**src/rtl/dcp_rdrsp_pkg.sv**
```systemverilog
// Shared widths and types for the read-response unit and its output FIFO.
package dcp_rdrsp_pkg;

  localparam int unsigned AW_DEF      = 12;
  localparam int unsigned DW_DEF      = 128;
  localparam int unsigned SW_DEF      = 4;
  localparam int unsigned LW_DEF      = 5;
  localparam int unsigned DEPTH_DEF   = 4;
  localparam int unsigned MEM_LAT_DEF = 1;

  typedef struct packed {
    logic [LW_DEF-1:0] len;
    logic [SW_DEF-1:0] src;
    logic [AW_DEF-1:0] addr;
  } rd_cmd_t;

  typedef struct packed {
    logic              last;
    logic [DW_DEF-1:0] data;
  } rd_beat_t;

  typedef enum logic [0:0] {
    IDLE  = 1'b0,
    BURST = 1'b1
  } fsm_t;

endpackage

```
**src/rtl/dcp_rdrsp_fifo.sv**
```systemverilog
// Synchronous FIFO with head-of-queue output, full/empty flags and occupancy count.
module dcp_rdrsp_fifo #(
  parameter int unsigned WIDTH = 8,
  parameter int unsigned DEPTH = 4
) (
  input  logic                     iClk,
  input  logic                     iRst,
  input  logic                     iPush,
  input  logic [WIDTH-1:0]         iPushData,
  input  logic                     iPop,
  output logic [WIDTH-1:0]         oHeadData,
  output logic                     oEmpty,
  output logic                     oFull,
  output logic [$clog2(DEPTH):0]   oCount
);

  localparam int unsigned PW = $clog2(DEPTH);

  logic [WIDTH-1:0] memQ [DEPTH];
  logic [PW-1:0]    wrPtrQ, rdPtrQ;
  logic [PW:0]      cntQ;
  logic             doPush, doPop;

  assign oEmpty    = (cntQ == '0);
  assign oFull     = (cntQ == (PW+1)'(DEPTH));
  assign oCount    = cntQ;
  assign oHeadData = memQ[rdPtrQ];

  // A pop frees its slot in the same cycle, so push is allowed when full and popping.
  assign doPop  = iPop && !oEmpty;
  assign doPush = iPush && (!oFull || doPop);

  always_ff @(posedge iClk) begin
    if (iRst) begin
      wrPtrQ <= '0;
      rdPtrQ <= '0;
      cntQ   <= '0;
    end else begin
      if (doPush) wrPtrQ <= wrPtrQ + PW'(1);
      if (doPop)  rdPtrQ <= rdPtrQ + PW'(1);
      case ({doPush, doPop})
        2'b10:   cntQ <= cntQ + (PW+1)'(1);
        2'b01:   cntQ <= cntQ - (PW+1)'(1);
        default: cntQ <= cntQ;
      endcase
    end
  end

  always_ff @(posedge iClk) begin
    if (doPush) memQ[wrPtrQ] <= iPushData;
  end

endmodule

```
**src/rtl/dcp_rd_rsp_unit.sv**
```systemverilog
// Read-response unit: turns burst read commands into SRAM reads and returns tagged beats.
// Optional 1-entry command skid register for gapless back-to-back bursts: DCP_RDRSP_CMD_SKID_EN.
module dcp_rd_rsp_unit
  import dcp_rdrsp_pkg::*;
#(
  parameter int unsigned AW      = AW_DEF,
  parameter int unsigned DW      = DW_DEF,
  parameter int unsigned SW      = SW_DEF,
  parameter int unsigned LW      = LW_DEF,
  parameter int unsigned DEPTH   = DEPTH_DEF,
  parameter int unsigned MEM_LAT = MEM_LAT_DEF
) (
  input  logic                iClk,
  input  logic                iRst,
  input  logic                iRdCmdVld,
  output logic                iRdCmdRdy,
  input  logic [AW+SW+LW-1:0] iRdCmdPld,
  input  logic [3:0]          iRdCmdDst,
  output logic                oMemRdEn,
  output logic [AW-1:0]       oMemRdAddr,
  input  logic [DW-1:0]       iMemRdData,
  output logic                oRdDatVld,
  input  logic                iRdDatRdy,
  output logic [DW:0]         oRdDatPld,
  output logic [SW-1:0]       oRdDatDst
);

  localparam int unsigned PW   = AW + SW + LW;
  localparam int unsigned FW   = DW + 1 + SW;
  localparam int unsigned CW   = $clog2(DEPTH) + 1;
  localparam int unsigned SUMW = CW + 1;
  localparam logic [0:0]  StIdle  = 1'(IDLE);
  localparam logic [0:0]  StBurst = 1'(BURST);

  logic [0:0]         stateQ, stateD;
  logic [AW-1:0]      addrQ, addrD;
  logic [SW-1:0]      srcQ, srcD;
  logic [LW-1:0]      lenQ, lenD, cntQ, cntD;
  logic               loadVld;
  logic [PW-1:0]      loadCmd;
  logic               cmdAcc, issue, lastIssue;
  logic [MEM_LAT-1:0] pipeVldQ, pipeLastQ;
  logic [SW-1:0]      pipeSrcQ [MEM_LAT];
  logic [CW-1:0]      inflight, fifoCnt;
  logic [SUMW-1:0]    credSum;
  logic               fifoEmpty, unusedFifoFull, fifoPop;
  logic [FW-1:0]      fifoHead;
  logic               unusedDst;

  assign unusedDst = ^iRdCmdDst;

`ifdef DCP_RDRSP_CMD_SKID_EN
  logic          skidVldQ, skidVldD;
  logic [PW-1:0] skidCmdQ, skidCmdD;
  assign iRdCmdRdy = !skidVldQ && !iRst;
`else
  assign iRdCmdRdy = (stateQ == StIdle) && !iRst;
`endif

  assign cmdAcc = iRdCmdVld && iRdCmdRdy;

  // Credit: reads in the SRAM pipeline plus queued beats may never exceed the FIFO depth.
  always_comb begin
    inflight = '0;
    for (int i = 0; i < int'(MEM_LAT); i++) inflight = inflight + CW'(pipeVldQ[i]);
  end

  assign credSum    = SUMW'(inflight) + SUMW'(fifoCnt);
  assign issue      = (stateQ == StBurst) && (credSum < SUMW'(DEPTH));
  assign lastIssue  = issue && (cntQ == lenQ);
  assign oMemRdEn   = issue;
  assign oMemRdAddr = addrQ;

  always_comb begin
    stateD  = stateQ;
    addrD   = addrQ;
    srcD    = srcQ;
    lenD    = lenQ;
    cntD    = cntQ;
    loadVld = 1'b0;
    loadCmd = iRdCmdPld;
`ifdef DCP_RDRSP_CMD_SKID_EN
    skidVldD = skidVldQ;
    skidCmdD = skidCmdQ;
`endif
    case (stateQ)
      StIdle: loadVld = cmdAcc;
      StBurst: begin
        if (lastIssue) begin
          stateD = StIdle;
`ifdef DCP_RDRSP_CMD_SKID_EN
          if (skidVldQ) begin
            loadVld  = 1'b1;
            loadCmd  = skidCmdQ;
            skidVldD = 1'b0;
          end else begin
            loadVld = cmdAcc;
          end
`endif
        end else begin
          if (issue) begin
            cntD  = cntQ + LW'(1);
            addrD = addrQ + AW'(1);
          end
`ifdef DCP_RDRSP_CMD_SKID_EN
          if (cmdAcc) begin
            skidVldD = 1'b1;
            skidCmdD = iRdCmdPld;
          end
`endif
        end
      end
      default: stateD = StIdle;
    endcase
    if (loadVld) begin
      stateD               = StBurst;
      {lenD, srcD, addrD}  = loadCmd;
      cntD                 = '0;
    end
  end

  always_ff @(posedge iClk) begin
    if (iRst) begin
      stateQ <= StIdle;
      addrQ  <= '0;
      srcQ   <= '0;
      lenQ   <= '0;
      cntQ   <= '0;
    end else begin
      stateQ <= stateD;
      addrQ  <= addrD;
      srcQ   <= srcD;
      lenQ   <= lenD;
      cntQ   <= cntD;
    end
  end

`ifdef DCP_RDRSP_CMD_SKID_EN
  always_ff @(posedge iClk) begin
    if (iRst) begin
      skidVldQ <= 1'b0;
      skidCmdQ <= '0;
    end else begin
      skidVldQ <= skidVldD;
      skidCmdQ <= skidCmdD;
    end
  end
`endif

  // Tag each read with src/last until its data emerges from the SRAM.
  always_ff @(posedge iClk) begin
    if (iRst) begin
      pipeVldQ  <= '0;
      pipeLastQ <= '0;
      for (int i = 0; i < int'(MEM_LAT); i++) pipeSrcQ[i] <= '0;
    end else begin
      pipeVldQ[0]  <= issue;
      pipeLastQ[0] <= lastIssue;
      pipeSrcQ[0]  <= srcQ;
      for (int i = 1; i < int'(MEM_LAT); i++) begin
        pipeVldQ[i]  <= pipeVldQ[i-1];
        pipeLastQ[i] <= pipeLastQ[i-1];
        pipeSrcQ[i]  <= pipeSrcQ[i-1];
      end
    end
  end

  assign fifoPop = oRdDatVld && iRdDatRdy;

  dcp_rdrsp_fifo #(
    .WIDTH (FW),
    .DEPTH (DEPTH)
  ) uFifo (
    .iClk      (iClk),
    .iRst      (iRst),
    .iPush     (pipeVldQ[MEM_LAT-1]),
    .iPushData ({pipeLastQ[MEM_LAT-1], iMemRdData, pipeSrcQ[MEM_LAT-1]}),
    .iPop      (fifoPop),
    .oHeadData (fifoHead),
    .oEmpty    (fifoEmpty),
    .oFull     (unusedFifoFull),
    .oCount    (fifoCnt)
  );

  assign oRdDatVld = !fifoEmpty;
  assign oRdDatPld = fifoEmpty ? '0 : fifoHead[FW-1:SW];
  assign oRdDatDst = fifoEmpty ? '0 : fifoHead[SW-1:0];

endmodule

```
**config.mk**
```make
export PLATFORM = sky130hd
export DESIGN_NAME = dcp_rd_rsp_unit
export DESIGN_NICKNAME = d
export VERILOG_FILES = /design/src/rtl/dcp_rdrsp_pkg.sv /design/src/rtl/dcp_rdrsp_fifo.sv /design/src/rtl/dcp_rd_rsp_unit.sv
export SDC_FILE = /design/constraint.sdc
export NUM_CORES = 1
export LEC_CHECK = 0
export CAP_MARGIN = 20
export CORE_MARGIN = 4
export CORE_UTILIZATION = 45
export CTS_CLUSTER_DIAMETER = 150
export CTS_CLUSTER_SIZE = 40
export DETAILED_ROUTE_END_ITERATION = 16
export GPL_TIMING_DRIVEN = 0
export PLACE_DENSITY = 0.68
export SKIP_LAST_GASP = 1
export SYNTH_ARGS = -nofsm -noshare
export SYNTH_HDL_FRONTEND = slang
export SYNTH_SLANG_ARGS = --single-unit
```
**constraint.sdc**
```tcl
create_clock -name iClk -period 5.05 [get_ports iClk]
set_input_delay 0.505 -clock iClk [delete_from_list [all_inputs] [get_ports iClk]]
set_output_delay 0.505 -clock iClk [all_outputs]
set_load 0.03 [all_outputs]
```
==> results.json <==
{
  "core_area_um2": 48100,
  "worstSkewPairLatency_ns": 0.56,
  "critical_path.startpoint_type": "flip-flop",
  "crit_path_max_fanout": 10,
  "clock-sinks": 574,
  "cpPeakStageDelay_ns": 0.73,
  "drt-total-wl_um": 45400,
  "clock_power_share_pct": 17.9,
  "max_cap_viol": 0,
  "totalPowerFinal_mw": 11.2,
  "critical_path.top_delay_family": "buffers and inverters",
  "synth_seq_cells": 574,
  "detailed_place_hpwl_um": 29800,
  "synth_edf_count": 532,
  "routed_antenna_nets": 0,
  "post_cts.resized_instances": 0,
  "drt_pre_antenna_iters": 5,
  "mapped_cell_area_um2": 22100,
  "syn_area_per_cell_um2": 20.6,
  "grt_max_degree": 55,
  "holdBufCountCts": 0,
  "worst_setup_hold_path_clk_slew_ns": 0.14,
  "first_pass_grt_wire_length_um": 69300,
  "detail_route.vias_per_cell": 5.29,
  "cpMaxStageDelayCell": "sky130_fd_sc_hd__clkbuf_1",
  "synth_fp_nets": 1235,
  "wl_per_cell_um": 22.0,
  "area_delta_synth_final_pct": 20.7,
  "setup_total_negative_slack_ns": 0,
  "synth_cell_types": 54,
  "finalHoldViolations": 0,
  "dr_total_vias": 10900,
  "p_per_area_nw_per_um2": 421,
  "period_share_pct": 84.5,
  "timing.critical_path.to_type": "output port",
  "initial_utilization_pct": 45.8,
  "register_area_share_after_synthesis_pct": 76.2,
  "cts-htree-levels": 1,
  "die_width_um": 229,
  "number_of_antenna_violations_at_the_first_check_in_global_routing": 5,
  "finalWorstPathRequiredPeriod_ns": 4.27,
  "synthesis.yosys.warnings": 0,
  "cp.arrival_ns": 3.76,
  "outcome": "finished clean",
  "cts_made_buffers": 18,
  "min_delay_worst_type": "primary input to flip-flop",
  "grt_pass1_vias": 11300,
  "final-setup-viol-count": 0,
  "vdd.ir_drop.worst_mv": 0.317,
  "remaining_drcs": 0,
  "slew_headroom_pct": 40.4,
  "share_of_power_burned_in_combinational_logic_pct": 33.9,
  "path_class": "flip-flop to output port",
  "die_area_um2": 52600,
  "post_synth_inst_count": 1070,
  "grt_setup_unrepaired": "false",
  "routabilityCongestion": 0.800,
  "die-height_um": 229,
  "grt.overflow.total": 0,
  "nNetsFinal": 1562,
  "critical_path_buf_inv_count": 4,
  "total_switching_power_mw": 3.45,
  "intPower_mw": 7.77,
  "library_cell_appearing_most_often_on_the_critical_path": "sky130_fd_sc_hd__clkbuf_1",
  "final-max-slew-violation-count": 0,
  "post_route_cells_drive_above_1_share_pct": 13.8,
  "critical_path_required_ns": 4.55,
  "placementRows": 80,
  "clock.fmax_ghz": 0.234,
  "worst-slew-pin-transition_ns": 0.894,
  "tritoncts": "done",
  "series_of_cell_instances_along_the_critical_path": "or3_1 > clkbuf_1 > clkbuf_1 > clkbuf_1 > and2_1 > clkdlybuf4s50_1",
  "pin_count": 305,
  "post-cts-setup-buffer-count": 0,
  "power.leakage_nw": 8.25,
  "skew_ns": 0.0298,
  "buffer_ports.inserted": 299,
  "seqPwrFrac_pct": 48.2,
  "asyncSetResetFlopFracSynth_pct": 0,
  "drt_iter0_drc": 628,
  "total_grt_usage_pct": 16.9,
  "cts-root-buf": "sky130_fd_sc_hd__clkbuf_16",
  "p_sw_share_pct": 30.7,
  "ys_dominant_reg_cell": "sky130_fd_sc_hd__edfxtp_1",
  "max-clock-path-buffers": 3
}
[layer usage]
layer	share of wire, %	global-route usage (%)
met5	0.075	0
met3	6.1	3.43
met1	43	24.2
met4	1.0	1.81
met2	50	28.2
[final timing paths]
check / start / to / slack [ns] / cells after the start
worst max-delay path: uFifo.oCount[2] / oRdDatPld[70] / 0.78 / 6
worst max register to register: uFifo.oCount[2] / uFifo.oCount[2] / 2.37 / 9
worst min register to register: pipeSrcQ[0][0] / uFifo.memQ[3][0] / 0.47 / 0
worst min-delay path: iRst / pipeSrcQ[0][3] / 0.16 / 2
[cell usage after synthesis, drive strengths merged (2+ instances only)]
library cell,count,area [um^2]
a211oi,10,80.1
a21oi,7,46.3
and2,141,885
and4,3,28.8
buf,25,146
clkbuf,29,109
dfxtp,42,841
edfxtp,532,16000
ha,7,87.6
inv,11,41.3
mux2i,3,30.0
mux4,133,3000
nand2,30,113
nand3,5,25.0
nand3b,7,52.6
nand4,6,52.6
nor2,28,108
nor2b,5,31.3
nor3,4,31.3
o21ai,2,10.0
or3,3,18.8
xnor2,9,78.8
xor2,8,70.1
[power groups by stage]
stage	Sequential [mW]	Clock (mW)	Combinational, mW
2_1_floorplan	5.54	0	2.34
3_3_place_gp	5.55	0	3.84
3_5_place_dp	5.52	0	3.88
4_1_cts	5.41	2.08	3.90
5_1_grt	5.42	2.25	4.05
6_report	5.41	2.01	3.80
[registers in the layout, summed over array words and instances (netlist names), named ones only]
register	flops
uFifo.rdPtrQ	2
cntQ	5
stateQ	1
lenQ	5
uFifo.wrPtrQ	2
pipeVldQ	1
uFifo.oCount	3
pipeSrcQ	4
uFifo.memQ	532
oMemRdAddr	12
srcQ	4
pipeLastQ	1
[cells by family (layout without fill, tap and decap cells)]
group                      count (synthesis)  in the layout  synth area share [%]
AOI/OAI and AO/OA                         33             33                  1.25
xor gates and xnor gates                  17             17                 0.675
adders and majority gates                  8              8                 0.488
buffers and inverters                     65            397                  1.34
DFF                                      574            574                  76.2
muxes                                    136            136                  13.7
other                                      0              2                     0
and+or+nand+nor                          237            237                  6.31
[layout by cell type (no fill, tap or decap), drive strengths merged, types with 2 or more instances in the layout]
cell type,synthesis,routed
and2,141,141
mux4,133,133
or3,3,3
nand3,5,5
edfxtp,532,532
nor2b,5,5
dfxtp,42,42
mux2i,3,3
o21ai,2,2
nand3b,7,7
xor2,8,8
ha,7,7
inv,11,11
and4,3,3
nand2,30,30
nor2,28,28
a211oi,10,10
nand4,6,6
diode,0,2
clkbuf,29,53
xnor2,9,9
buf,25,33
nor3,4,4
a21oi,7,7
clkdlybuf4s50,0,299
[per-stage QoR]
step	util (%)	setup slack (ns)	std cells	hold WS, ns	instance area (um^2)
finish	55.3	0.782	2060	0.161	26600
global placement	53.7	-2.57	2025	0.447	25900
detailed placement	54.2	1.25	2033	0.459	26100
global route	55.3	0.503	2058	0.146	26600
CTS	55.3	0.550	2058	0.139	26600
floorplan	-	0.705	1070	0.438	22100
[layout make-up]
| class | count | area [um^2] |
|---|---|---|
| Inverter | 11 | 41.3 |
| Fill cell | 3768 | 21500 |
| Multi-Input combinational cell | 431 | 4960 |
| Tap cell | 656 | 821 |
| Clock inverter | 1 | 30.0 |
| Timing Repair Buffer | 307 | 3210 |
| Buffer | 54 | 255 |
| Sequential cell | 574 | 16800 |
| Antenna cell | 2 | 5.00 |
| Clock buffer | 24 | 494 |
(Power assumes the default switching activity.)
